## config.mk

```make
export PLATFORM = sky130hd
export DESIGN_NAME = uart_tx_ctrl
export DESIGN_NICKNAME = d
export VERILOG_FILES = /design/src/rtl/uart_tx_ctrl.sv
export SDC_FILE = /design/constraint.sdc
export NUM_CORES = 1
export LEC_CHECK = 0
export BUFFER_PORTS_ARGS = -buffer_cell sky130_fd_sc_hd__buf_2
export CELL_PAD_IN_SITES_DETAIL_PLACEMENT = 1
export CELL_PAD_IN_SITES_GLOBAL_PLACEMENT = 2
export CORE_MARGIN = 3
export CORE_UTILIZATION = 30
export CTS_CLUSTER_SIZE = 12
export DETAILED_ROUTE_END_ITERATION = 12
export PLACE_DENSITY = 0.75
export SYNTH_ARGS = -nofsm -noshare
export SYNTH_HDL_FRONTEND = slang
export SYNTH_SLANG_ARGS = --single-unit
```

## constraint.sdc

```tcl
create_clock -name CLK -period 1.7 [get_ports CLK]
set_clock_uncertainty 0.2 [all_clocks]
set_input_delay 0.34 -clock CLK [delete_from_list [all_inputs] [get_ports CLK]]
set_output_delay 0.34 -clock CLK [all_outputs]
set_load 0.005 [all_outputs]
```

## src/rtl/uart_tx_ctrl.sv

```systemverilog
// UART transmit frame controller: serializes one parallel word per frame as
// start, data LSB-first, optional parity (taken from parity_calc) and stop.
module uart_tx_ctrl #(
    parameter int Data_WD = 8
) (
    input  logic               CLK,
    input  logic               RST,
    input  logic [Data_WD-1:0] P_DATA,
    input  logic               Data_Valid,
    input  logic               PAR_EN,
    input  logic               par_bit,
    output logic               TX_OUT,
    output logic               Busy
);

    localparam int CNT_W = $clog2(Data_WD + 1);
    localparam logic [CNT_W-1:0] CNT_LAST = CNT_W'(Data_WD - 1);

    typedef enum logic [2:0] {
        IDLE   = 3'd0,
        START  = 3'd1,
        DATA   = 3'd2,
        PARITY = 3'd3,
        STOP   = 3'd4
    } state_t;

    state_t             state_q, state_d;
    logic [Data_WD-1:0] shift_q, shift_d;
    logic [CNT_W-1:0]   cnt_q, cnt_d;
    logic               par_en_q, par_en_d;
    logic               tx_out_q, tx_out_d;
    logic               busy_q, busy_d;

    // Next-state logic; outputs are computed for the state being entered so they leave flops.
    always_comb begin
        state_d  = state_q;
        shift_d  = shift_q;
        cnt_d    = cnt_q;
        par_en_d = par_en_q;
        tx_out_d = tx_out_q;
        busy_d   = busy_q;
        case (state_q)
            IDLE: begin
                if (Data_Valid) begin
                    state_d  = START;
                    shift_d  = P_DATA;
                    par_en_d = PAR_EN;
                    cnt_d    = '0;
                    tx_out_d = 1'b0;
                    busy_d   = 1'b1;
                end else begin
                    tx_out_d = 1'b1;
                    busy_d   = 1'b0;
                end
            end
            START: begin
                // The first data bit is presented here, so the register is one shift ahead of the line.
                state_d  = DATA;
                tx_out_d = shift_q[0];
                shift_d  = shift_q >> 1'b1;
                cnt_d    = '0;
                busy_d   = 1'b1;
            end
            DATA: begin
                busy_d = 1'b1;
                if (cnt_q == CNT_LAST) begin
                    if (par_en_q) begin
                        state_d  = PARITY;
                        tx_out_d = par_bit;
                    end else begin
                        state_d  = STOP;
                        tx_out_d = 1'b1;
                    end
                end else begin
                    tx_out_d = shift_q[0];
                    shift_d  = shift_q >> 1'b1;
                    cnt_d    = cnt_q + CNT_W'(1);
                end
            end
            PARITY: begin
                state_d  = STOP;
                tx_out_d = 1'b1;
                busy_d   = 1'b1;
            end
            STOP: begin
                state_d  = IDLE;
                tx_out_d = 1'b1;
                busy_d   = 1'b0;
            end
            default: begin
                state_d  = IDLE;
                tx_out_d = 1'b1;
                busy_d   = 1'b0;
            end
        endcase
    end

    // State and output registers with synchronous reset that aborts any frame.
    always_ff @(posedge CLK) begin
        if (RST) begin
            state_q  <= IDLE;
            shift_q  <= '0;
            cnt_q    <= '0;
            par_en_q <= 1'b0;
            tx_out_q <= 1'b1;
            busy_q   <= 1'b0;
        end else begin
            state_q  <= state_d;
            shift_q  <= shift_d;
            cnt_q    <= cnt_d;
            par_en_q <= par_en_d;
            tx_out_q <= tx_out_d;
            busy_q   <= busy_d;
        end
    end

    assign TX_OUT = tx_out_q;
    assign Busy   = busy_q;

endmodule
```

==> flow_summary.ini <==
[power]
power_leakage_uw = 0.000514
p_per_area_nw_per_um2 = 852
vdd_drop_max_mv = 0.466

[global_route]
antenna_found_initial = 0
grt_max_degree = 16
overflow = 0
grt_pass1_wl_mm = 3.61
first_global_vias = 803
track_usage = 0.134

[drt]
vias_per_cell = 5.25
drtPass1Iterations = 4
vias = 814
routedWlPerCell_um = 15.5
remaining_drc_errors = 0
antenna_left = 0
drt_iter0_markers = 15
drt_wl_total_mm = 2.40

[critical_path]
crit_fanout = 7
required_ns = 1.68
crit_family = simple AND/OR/NAND/NOR gates
crit_path_max_incr_delay_ns = 0.40
cp_slowest_cell = or3b_4
arrival_ns = 1.69
cp-start-kind = flip-flop
critical_path_class = flip-flop to flip-flop
cp_num_buf_inv = 2
worstPathCellList = or3b_4 -> o22ai_4 -> buf_6 -> buf_6 -> a211oi_2
crit_top_cell = buf_6
crit_path_end_kind = flip-flop

[sta]
fmax_mhz = 587
tightest_slew_ns = 0.379
tns_ns = -0.00332
period_minus_slack_ns = 1.70
hold_viol_final = 0
hold_ws_ns = 0.0716
fin_crit_sh = 1.00
slew_headroom = 0.747
worst_slack_ns = -0.00332
rsz0062_at_grt = yes
finalSetupViolations = 1
slew_viol_final = 0

[synth]
ys_warn_count = 0
synth_top_area_frac = 0.406
syn_area_um2 = 888
syn_avg_cell_area_um2 = 9.55
syn-num-nets = 107
post-synth-top-area-cell = dfxtp_1
async_flop_share = 0
synth_common_cells = dfxtp_1 (18), nor2_1 (14), mux2i_1 (8)
synth_edf_count = 0
ys_seq_elements = 18
synth.most_common_cell = dfxtp_1
syn_inst = 93
synth.distinct_cells = 35
synth_area_leaders = dfxtp_1 (41%), mux2i_1 (9.0%), nor2_1 (5.9%)
ys_seq_area_frac = 0.406
synth_ff_type = dfxtp_1

[clock_network]
hold_buffers = 0
clk_latency_ns = 0.30
cts_num_sinks = 18
clockBufferDepth = 2
cts_htree_levels = 1
root_buffer = clkbuf_4
numCtsBuffers = 3
cts_tree = yes
clk_pin_slew_ns = 0.11

[run_status]
status = complete, but fails checks
violations = setup timing

[layout]
ff_latch_area_um2 = 365
stdcell_count = 155
drive_gt1_frac = 0.468
fin_util = 0.441
fin_area_um2 = 1230
multi_input_area_um2 = 524
diodes = 0
final_nets = 139
fillers = 316
area_growth_syn_to_layout_pct = 38.2

[floorplan]
core_area_um2 = 2780
fp.dieW_um = 60.4
pin_count = 15
dieArea_um2 = 3650
num_rows = 19
initial_core_util = 0.319
fp.dieH_um = 60.4

[place]
gp_congestion = 0.782
place_area_um2 = 1090
numPlacedInstances = 148
io_buffers = 14
dp_hpwl_mm = 1.62

[flow_run]
drv_cap = 0

[worst_hold_path]
min_path_type = primary input to flip-flop
[report_power, final]
group          internal (uW)  switching, uW
clock network            131            142
logic                    158            129
registers                458           28.4
[layer usage]
metal	global-route usage	wire length, um	part of all wire	vias to the layer above
met1	0.171	1090	0.46	393
met4	0.0495	40	0.017	0
met3	0.0383	91	0.038	4
met2	0.215	1170	0.49	16
met5	0	0	0	-
li1	-	-	-	401
[worst min-delay path, cell delays in order]
cell and delay, ns:
buf_2 0.07, mux2i_1 0.05, nor2_1 0.07
[state kept, by name (all words and copies together) (netlist names)]
| name | cells |
|---|---|
| shift_q | 8 |
| cnt_q | 4 |
| state_q | 3 |
| Busy | 1 |
| TX_OUT | 1 |
| par_en_q | 1 |
[path summary, 6_finish.rpt]
| path | from | endpoint | slack [ns] | depth (start not counted) |
|---|---|---|---|---|
| max reg2reg | state_q[1]$_SDFFE_PP0P_ | shift_q[1]$_SDFFE_PP0P_ | -0.003 | 5 |
| min reg2reg | shift_q[2]$_SDFFE_PP0P_ | shift_q[2]$_SDFFE_PP0P_ | 0.30 | 2 |
| min | PAR_EN | par_en_q$_SDFFE_PP0P_ | 0.07 | 3 |
| max | state_q[1]$_SDFFE_PP0P_ | shift_q[1]$_SDFFE_PP0P_ | -0.003 | 5 |
[kinds of logic (layout without fill, tap and decap cells)]
family,Yosys count,count (layout),synth area share
AOI/OAI and AO/OA,23,23,0.217
adders and majority gates,1,1,0.0141
buffers and inverters,7,38,0.0493
DFF,18,18,0.406
muxes,9,9,0.103
and+or+nand+nor,35,35,0.211
[through the flow]
stage / power (uW) / worst slack, ns
5_1_grt: 1110 / -0.0633
6_report: 1050 / -0.00332
2_1_floorplan: 630 / 0.00594
3_3_place_gp: 705 / -0.0110
3_5_place_dp: 714 / -0.0661
4_1_cts: 1000 / -0.00320
[final cells by class]
class                   instances  area share
flip-flops and latches         18       0.298
well taps                      31      0.0316
clock buffers                   4      0.0296
inverters                       2     0.00612
repair buffers                 32       0.208
multi-input cells              68       0.427
[cells in the final DEF (no fill, tap or decap), drive strengths merged]
cell    instances
a211oi          7
a21oi           5
a31oi           1
a32oi           1
and2            1
and3b           1
buf            31
clkbuf          5
dfxtp          18
ha              1
inv             2
mux2            1
mux2i           8
nand2           2
nand2b          2
nand3           4
nand3b          1
nand4           1
nor2           14
nor2b           1
nor3            1
nor3b           1
nor4            2
o211a           1
o21ai           4
o22ai           2
o311ai          1
o31a            1
or2             2
or3             1
or3b            1
[timing repair]
item                       CTS  global route
cloned                       0             1
pin swaps                    2             8
setup buffers                1             1
setup endpoints to repair    7            11
resized for setup            3            13
No activity file was read; power rests on OpenSTA's default activity.
